<file path="config.mk">
export PLATFORM = sky130hd
export DESIGN_NAME = audio_fetch_scheduler
export DESIGN_NICKNAME = d
export VERILOG_FILES = /design/src/rtl/audio_fetch_scheduler.sv
export SDC_FILE = /design/constraint.sdc
export NUM_CORES = 1
export LEC_CHECK = 0
export BUFFER_PORTS_ARGS = -buffer_cell sky130_fd_sc_hd__buf_2
export CORE_ASPECT_RATIO = 0.9
export CORE_MARGIN = 8
export CORE_UTILIZATION = 35
export CTS_CLUSTER_SIZE = 14
export DETAILED_ROUTE_END_ITERATION = 12
export GPL_ROUTABILITY_DRIVEN = 1
export MAX_ROUTING_LAYER = met4
export PLACE_DENSITY = 0.5
export SYNTH_ARGS = -nofsm -noshare
export SYNTH_HDL_FRONTEND = slang
export SYNTH_SLANG_ARGS = --single-unit
</file>
<file path="constraint.sdc">
create_clock -name clk -period 6.6 [get_ports clk]
set_clock_uncertainty 0.2 [all_clocks]
set_input_delay 1.98 -clock clk [delete_from_list [all_inputs] [get_ports clk]]
set_output_delay 1.98 -clock clk [all_outputs]
set_load 0.005 [all_outputs]
</file>
<file path="src/rtl/audio_fetch_scheduler.sv">
// Shares one single-port sample ROM between BGM and two SFX voices: one read per
// active channel on each sample tick, then a saturated signed mix of the samples.
module audio_fetch_scheduler #(
  parameter int unsigned ADDR_W    = 18,
  parameter int unsigned DATA_W    = 16,
  parameter int unsigned BGM_BASE  = 0,
  parameter int unsigned BGM_LEN   = 176400,
  parameter int unsigned SFX0_BASE = 176400,
  parameter int unsigned SFX0_LEN  = 4410,
  parameter int unsigned SFX1_BASE = 180810,
  parameter int unsigned SFX1_LEN  = 4410
) (
  input  logic              clk,
  input  logic              rst_n,
  input  logic              sample_tick,
  input  logic              bgm_start,
  input  logic              bgm_stop,
  input  logic [1:0]        sfx_trig,
  input  logic              overrun_clr,
  output logic              rom_en,
  output logic [ADDR_W-1:0] rom_addr,
  input  logic [DATA_W-1:0] rom_data,
  output logic [15:0]       mix_out,
  output logic              mix_valid,
  output logic              bgm_playing,
  output logic [ADDR_W-1:0] bgm_pos,
  output logic [1:0]        sfx_active,
  output logic              bgm_done,
  output logic              overrun
);

  typedef enum logic [1:0] {IDLE, ISSUE, DRAIN, MIX} state_t;

  // Channel index 0 = BGM, 1 = SFX0, 2 = SFX1 (also the issue priority order).
  localparam logic [ADDR_W-1:0] BASE [3] = '{ADDR_W'(BGM_BASE), ADDR_W'(SFX0_BASE), ADDR_W'(SFX1_BASE)};
  localparam logic [ADDR_W-1:0] LAST [3] = '{ADDR_W'(BGM_LEN - 1), ADDR_W'(SFX0_LEN - 1), ADDR_W'(SFX1_LEN - 1)};

  state_t                    state_q, state_d;
  logic [2:0]                act_q, act_d, mask_q, mask_d;
  logic [ADDR_W-1:0]         ptr_q [3];
  logic [ADDR_W-1:0]         ptr_d [3];
  logic signed [DATA_W-1:0]  smp_q [3];
  logic signed [DATA_W-1:0]  smp_d [3];
  logic                      pend_start_q, pend_start_d, pend_stop_q, pend_stop_d;
  logic [1:0]                pend_trig_q, pend_trig_d;
  logic                      rom_en_q, rom_en_d;
  logic [ADDR_W-1:0]         rom_addr_q, rom_addr_d;
  logic [1:0]                tag_q, tag_d, cap_tag_q, cap_tag_d;
  logic                      cap_v_q, cap_v_d;
  logic [15:0]               mix_q, mix_d;
  logic                      mix_valid_q, mix_valid_d;
  logic                      last_q, last_d, bgm_done_q, bgm_done_d;
  logic                      ovr_q, ovr_d;

  logic                      start_eff, stop_eff, iss_req;
  logic [1:0]                trig_eff, ch;
  logic [2:0]                iss_mask;
  logic signed [17:0]        sum;

  always_comb begin
    state_d      = state_q;
    act_d        = act_q;
    mask_d       = mask_q;
    ptr_d        = ptr_q;
    smp_d        = smp_q;
    rom_en_d     = 1'b0;
    rom_addr_d   = rom_addr_q;
    tag_d        = tag_q;
    cap_v_d      = rom_en_q;
    cap_tag_d    = tag_q;
    mix_d        = mix_q;
    mix_valid_d  = 1'b0;
    last_d       = 1'b0;
    bgm_done_d   = last_q;
    ovr_d        = ovr_q;
    iss_req      = 1'b0;
    iss_mask     = '0;
    ch           = '0;
    sum          = '0;

    // Later pulse overrides an older opposite request; same-cycle stop wins at apply.
    start_eff    = bgm_start | (pend_start_q & ~bgm_stop);
    stop_eff     = bgm_stop  | (pend_stop_q  & ~bgm_start);
    trig_eff     = pend_trig_q | sfx_trig;
    pend_start_d = start_eff;
    pend_stop_d  = stop_eff;
    pend_trig_d  = trig_eff;

    if (cap_v_q) smp_d[cap_tag_q] = rom_data;

    if (overrun_clr) ovr_d = 1'b0;
    if (sample_tick && state_q != IDLE) ovr_d = 1'b1;

    unique case (state_q)
      IDLE: begin
        pend_start_d = 1'b0;
        pend_stop_d  = 1'b0;
        pend_trig_d  = '0;
        if (start_eff) begin
          act_d[0] = 1'b1;
          ptr_d[0] = '0;
        end
        if (stop_eff) act_d[0] = 1'b0;
        for (int unsigned i = 0; i < 2; i++) begin
          if (trig_eff[i]) begin
            act_d[i+1] = 1'b1;
            ptr_d[i+1] = '0;
          end
        end
        // First issue happens on the tick edge itself so rom_en is high at T+1.
        if (sample_tick) begin
          for (int unsigned i = 0; i < 3; i++) begin
            if (!act_d[i]) smp_d[i] = '0;
          end
          iss_mask = act_d;
          iss_req  = |act_d;
          state_d  = (|act_d) ? ISSUE : DRAIN;
        end
      end
      ISSUE: begin
        iss_mask = mask_q;
        iss_req  = |mask_q;
        if (!(|mask_q)) state_d = DRAIN;
      end
      DRAIN: state_d = MIX;
      MIX: begin
        sum = 18'(smp_q[0]) + 18'(smp_q[1]) + 18'(smp_q[2]);
        if (sum > 18'sd32767)       mix_d = 16'h7FFF;
        else if (sum < -18'sd32768) mix_d = 16'h8000;
        else                        mix_d = sum[15:0];
        mix_valid_d = 1'b1;
        state_d     = IDLE;
      end
      default: state_d = IDLE;
    endcase

    if (iss_req) begin
      ch         = iss_mask[0] ? 2'd0 : (iss_mask[1] ? 2'd1 : 2'd2);
      rom_en_d   = 1'b1;
      rom_addr_d = BASE[ch] + ptr_d[ch];
      tag_d      = ch;
      mask_d     = iss_mask;
      mask_d[ch] = 1'b0;
      if (ptr_d[ch] == LAST[ch]) begin
        act_d[ch] = 1'b0;
        last_d    = (ch == 2'd0);
      end
      ptr_d[ch] = ptr_d[ch] + ADDR_W'(1);
    end
  end

  always_ff @(posedge clk or negedge rst_n) begin
    if (!rst_n) begin
      state_q      <= IDLE;
      act_q        <= '0;
      mask_q       <= '0;
      for (int unsigned i = 0; i < 3; i++) begin
        ptr_q[i] <= '0;
        smp_q[i] <= '0;
      end
      pend_start_q <= 1'b0;
      pend_stop_q  <= 1'b0;
      pend_trig_q  <= '0;
      rom_en_q     <= 1'b0;
      rom_addr_q   <= '0;
      tag_q        <= '0;
      cap_v_q      <= 1'b0;
      cap_tag_q    <= '0;
      mix_q        <= '0;
      mix_valid_q  <= 1'b0;
      last_q       <= 1'b0;
      bgm_done_q   <= 1'b0;
      ovr_q        <= 1'b0;
    end else begin
      state_q      <= state_d;
      act_q        <= act_d;
      mask_q       <= mask_d;
      ptr_q        <= ptr_d;
      smp_q        <= smp_d;
      pend_start_q <= pend_start_d;
      pend_stop_q  <= pend_stop_d;
      pend_trig_q  <= pend_trig_d;
      rom_en_q     <= rom_en_d;
      rom_addr_q   <= rom_addr_d;
      tag_q        <= tag_d;
      cap_v_q      <= cap_v_d;
      cap_tag_q    <= cap_tag_d;
      mix_q        <= mix_d;
      mix_valid_q  <= mix_valid_d;
      last_q       <= last_d;
      bgm_done_q   <= bgm_done_d;
      ovr_q        <= ovr_d;
    end
  end

  assign rom_en      = rom_en_q;
  assign rom_addr    = rom_addr_q;
  assign mix_out     = mix_q;
  assign mix_valid   = mix_valid_q;
  assign bgm_playing = act_q[0];
  assign bgm_pos     = ptr_q[0];
  assign sfx_active  = act_q[2:1];
  assign bgm_done    = bgm_done_q;
  assign overrun     = ovr_q;

endmodule

</file>
# After elaboration in Yosys (flattened, before gate mapping)

Cells that the tools add are included.

Add/subtract/negate cells: 4
Order comparisons: 8
Equality and inequality tests: 6
Multiplexer cells: 59
Bitwise gates (word level): 12
Reduce and logical (&&, ||, !) cells: 11

Operator list:

| kind                                                                            | number |
|---|---|
| 18-bit two-way mux                                                              | 10 |
| 48-bit two-way mux                                                              | 3 |
| 18-bit binary-select mux with 2-bit select                                      | 3 |
| 54-bit two-way mux                                                              | 2 |
| 16-bit two-way mux                                                              | 6 |
| 54-bit bitwise mux                                                              | 1 |
| 48-bit bitwise mux                                                              | 1 |
| 18-bit demux with 2-bit select                                                  | 1 |
| 16-bit demux with 2-bit select                                                  | 1 |
| 17-bit by 16-bit adder with 18-bit output                                       | 1 |
| 18-bit by 1-bit adder with 18-bit output (second input constant)                | 1 |
| 18-bit adder                                                                    | 1 |
| 18-bit equality test                                                            | 1 |
| 18-bit by 16-bit > comparator with 1-bit output (second input constant)         | 1 |
| 18-bit by 16-bit less-than comparator with 1-bit output (second input constant) | 1 |
| 16-bit by 16-bit adder with 17-bit output                                       | 1 |
| 1-bit two-way mux                                                               | 17 |
| 2-bit two-way mux                                                               | 6 |
| 3-bit two-way mux                                                               | 4 |
| 2-bit case mux with 4 select lines                                              | 1 |
| 3-bit bitwise AND                                                               | 2 |
| 3-bit >= comparator (second input constant)                                     | 2 |
| 3-bit by 1-bit less-than comparator with 1-bit output (second input constant)   | 2 |
| 2-bit NOT with 3-bit output                                                     | 2 |
| 18 further kinds                                                                | 29 |

Flip-flop bits (word level): 158
Output and inout bits: 59
Logic and storage cells: 122

# Logic depth before layout (Yosys ltp)

Word-level depth: 18
Gate-level depth with buffers: 18
Gate-level depth less buffers: 16

# Least setup slack after synthesis

No wires, ideal clock.

Path type: input-to-reg
Start: input port bgm_start
End: register rom_addr_q[16], in the netlist rom_addr[16]
Library setup time: 0.137 ns
Arrival time: 5.581 ns
Data required time: 6.263 ns
Slack: 0.682 ns
Stages on the path: 14
Cells stage by stage: or3_4 > and4_1 > or2_1 > buf_2 > a222oi_1 > ha_1 > and2_1 > and3_1 > a211o_1 > o311ai_1 > o2111ai_1 > a21oi_1 > xor2_1 > a21oi_1

Longest elaborated chain between the ends: 13
Elaborated cells between the ends (all ways): 23
Classes of those cells: add/sub (1); mux (16); bitwise (5); reduce/logical (1)

RTL lines:

| item                                                   | line | text |
|---|---|---|
| start: declaration                                     | 16   | `input logic bgm_start,` |
| 1-bit NOT                                              | 83   | `stop_eff = bgm_stop \| (pend_stop_q & ~bgm_start);` |
| 1-bit bitwise AND                                      | 83   |  |
| 1-bit OR                                               | 83   |  |
| 1-bit two-way mux                                      | 103  | `if (stop_eff) act_d[0] = 1'b0;` |
| 1-bit two-way mux                                      | 94   | `unique case (state_q)` |
| 3-bit two-way mux                                      | 111  | `if (sample_tick) begin` |
| 3-bit case mux with 2 select lines                     | 94   |  |
| 2-bit two-way mux                                      | 138  | `ch = iss_mask[0] ? 2'd0 : (iss_mask[1] ? 2'd1 : 2'd2);` |
| 2-bit NOT with 3-bit output (not written as such)      | 140  | `rom_addr_d = BASE[ch] + ptr_d[ch];` |
| 18-bit binary-select mux with 2-bit select             | 140  |  |
| 18-bit two-way mux (not written as such) (2 in series) | 140  |  |
| 18-bit adder                                           | 140  |  |
| end signal: assignment                                 | 184  | `rom_addr_q <= rom_addr_d;` |
| end: declaration                                       | 47   | `logic [ADDR_W-1:0] rom_addr_q, rom_addr_d;` |

Parallel ways exist; a longest one is shown, timed or not. The select of a mux whose other input is x is not followed.
A chain may end at the register's enable or synchronous reset.

# Worst setup path in the final report

Ends and elaborated chain as after synthesis.

==> results.sh <==
export IMPL_drcViolationCount=0
export IMPL_fp_row_count=54
export IMPL_register_area_um2=3950
export IMPL_start_util=0.358
export IMPL_route_vias_total=6847
export IMPL_cts_buffer_depth=2
export IMPL_postCtsSetupBuffers=0
export IMPL_routedWlPerCell_um=18.1
export IMPL_die_area_um2=30200
export IMPL_pin_count=83
export IMPL_rsz0062_at_grt="false"
export IMPL_fin_crit_ns=5.61
export IMPL_vias_per_cell=5.22
export IMPL_start_kind="input pin"
export IMPL_netlist_instances=930
export IMPL_worstSetupEndpointType="flip-flop"
export IMPL_final_core_util=0.412
export IMPL_finalInstanceArea_um2=10000
export IMPL_p_leak_uw=0.00455
export IMPL_mostFrequentLayoutCells="nand2_1 (206), dfrtp_1 (158), a21oi_1 (89), buf_2 (81), nor2_1 (42)"
export IMPL_synth_seq_cells=158
export IMPL_synth_edf_count=0
export IMPL_place_area_um2=9400
export IMPL_yosysSeqAreaShare=0.455
export IMPL_multi_input_area_um2=4350
export IMPL_final_layout_size_suffix_gt1_frac=0.175
export IMPL_ys_types=66
export IMPL_firstDrtPassIters=7
export IMPL_slew_headroom=0.305
export IMPL_clock_latency_ns=0.42
export IMPL_grt_pass1_wl_mm=39.1
export IMPL_initialDrtViolationCount=430
export IMPL_io_buffer_count=82
export IMPL_setup_viol=0
export IMPL_chipHeight_um=166
export IMPL_maxCapViolations=0
export IMPL_ys_flop_type="dfrtp_1"
export IMPL_synthesis_nets=1003
export IMPL_cts_resized=0
export IMPL_grt_usage=0.168
export IMPL_dp_slack_ns=0.556
export IMPL_vdd_ir_drop_max_uv=211
export IMPL_grt_pass1_vias=6986
export IMPL_avgSynthCellArea_um2=9.35
export IMPL_nets=1066
export IMPL_yosysTopAreaCell="dfrtp_1"
export IMPL_antenna_found_initial=0
export IMPL_h_tree_depth=4
export IMPL_yosysTopAreaCellShare=0.455
export IMPL_arrival_ns=5.69
export IMPL_cts_hold_buf=0
export IMPL_tightest_slew_ns=1.04
export IMPL_grt_max_degree=78
export IMPL_netlist_area_um2=8700
export IMPL_hold_viol_final=0
export IMPL_final_common_cell="nand2_1"
export IMPL_yosys_top_cells_area="dfrtp_1 (45%), nand2_1 (8.9%), a21oi_1 (5.1%), ha_1 (4.6%), fa_1 (3.9%)"
export IMPL_nFillCells=2441
export IMPL_dpl_hpwl_mm=16.8
export IMPL_fmax_ghz=0.178
export IMPL_cts_tree="built"
export IMPL_fin_ws_ns=0.985
export IMPL_routabilityCongestion=0.827
export IMPL_async_flop_share=1.00
export IMPL_finalWirelength_mm=23.8
export IMPL_antennaDiodeCount=0
export IMPL_period_share=0.851
export IMPL_cts_buffers_inserted=17
export IMPL_clock_sinks=158
export IMPL_overflow=0
export IMPL_ant_nets=0
export IMPL_p_per_area_nw_per_um2=555
export IMPL_cts_clk_slew_worst_paths_ns=0.07
export IMPL_yosysWarnings=0
export IMPL_report_final_slew_viol_count=0
export IMPL_core_um2=24300
export IMPL_outcome="completed"
export IMPL_syn2layout_area_growth_pct=15.3
export IMPL_required_ns=6.67
export IMPL_ctsRootBufferMaster="clkbuf_16"
export IMPL_fin_setup_tns_ns=0
export IMPL_die_w_um=182
export IMPL_min_path_type="flip-flop to flip-flop"
export IMPL_cp_max_fo=6
export IMPL_crit_type="input pin to flip-flop"
area by class of cell:
class                           count  share of cell area
Multi-Input combinational cell    683               0.434
Sequential cell                   158               0.394
Tap cell                          308              0.0384
Inverter                           26             0.00974
Timing Repair Buffer              107              0.0603
Clock inverter                     10              0.0161
Clock buffer                       20              0.0466
synthesized netlist by cell type (all sizes together), types with 7 or more instances:
cell type    n
nand2      206
dfrtp      158
a21oi       89
o21ai       52
nor2        44
nand3       35
clkbuf      34
ha          32
buf         29
inv         26
xnor2       26
xor2        26
fa          17
o221a       16
or3         10
o221ai       9
nor3         8
o21a         8
and2         7
mux2i        7
worst max-delay path: stages:
cell	delay (ns)
buf_2	0.13
or3_4	0.40
and4_1	0.21
or2_1	0.27
a222oi_1	0.27
buf_4	0.21
ha_1	0.26
and2_1	0.19
and3_1	0.18
a211o_1	0.30
o311ai_1	0.42
o2111ai_1	0.34
a21oi_1	0.26
xor2_1	0.17
a21oi_1	0.08
path summary, 6_finish.rpt:
path / startpoint / to / slack, ns / cells past startpoint
setup / recovery: bgm_start / rom_addr[16] / 0.99 / 15
hold / removal: cap_tag_d[0] / cap_tag_q[0] / 0.17 / 0
setup reg to reg: state_q[0] / rom_addr[16] / 1.64 / 16
hold reg to reg: cap_tag_d[0] / cap_tag_q[0] / 0.17 / 0
max in group asynchronous: rst_n / ptr_q[2] / 3.71 / 2
min in group asynchronous: rst_n / mix_out[0] / 1.38 / 1
metal layers:
layer / global-route usage / up-vias / wire [µm]
li1: - / 3344 / -
met1: 0.217 / 3353 / 11400
met2: 0.273 / 136 / 11300
met3: 0.0297 / 14 / 820
met4: 0.0410 / 0 / 178
met5: - / - / 0
logic make-up after synthesis:
family / share of synthesized area
simple gates: 0.180
compound gates: 0.173
flops: 0.455
buf+inv: 0.0471
xor+xnor: 0.0524
fa+ha+maj: 0.0852
mux: 0.00806
sequential cells by signal (all words and copies together), names as in the netlist, 3 cells and up:
| signal | count |
|---|---|
| ptr_q | 36 |
| act_q | 3 |
| mask_q | 3 |
| bgm_pos | 18 |
| smp_q | 48 |
| mix_out | 16 |
| rom_addr | 18 |
stage by stage:
| step | hold slack (ns) | total power, µW | std cells |
|---|---|---|---|
| 2_1_floorplan | 0.131 | 3730 | 930 |
| 3_3_place_gp | 0.158 | 4520 | 1282 |
| 3_5_place_dp | 0.164 | 4550 | 1282 |
| 4_1_cts | 0.178 | 5640 | 1312 |
| 5_1_grt | 0.187 | 6070 | 1312 |
| 6_report | 0.174 | 5570 | 1312 |
power breakdown:
part	switching [µW]	internal (µW)
sequential	238	1330
clock	400	660
combinational	1700	1240
No activity file was read; power rests on OpenSTA's default activity.
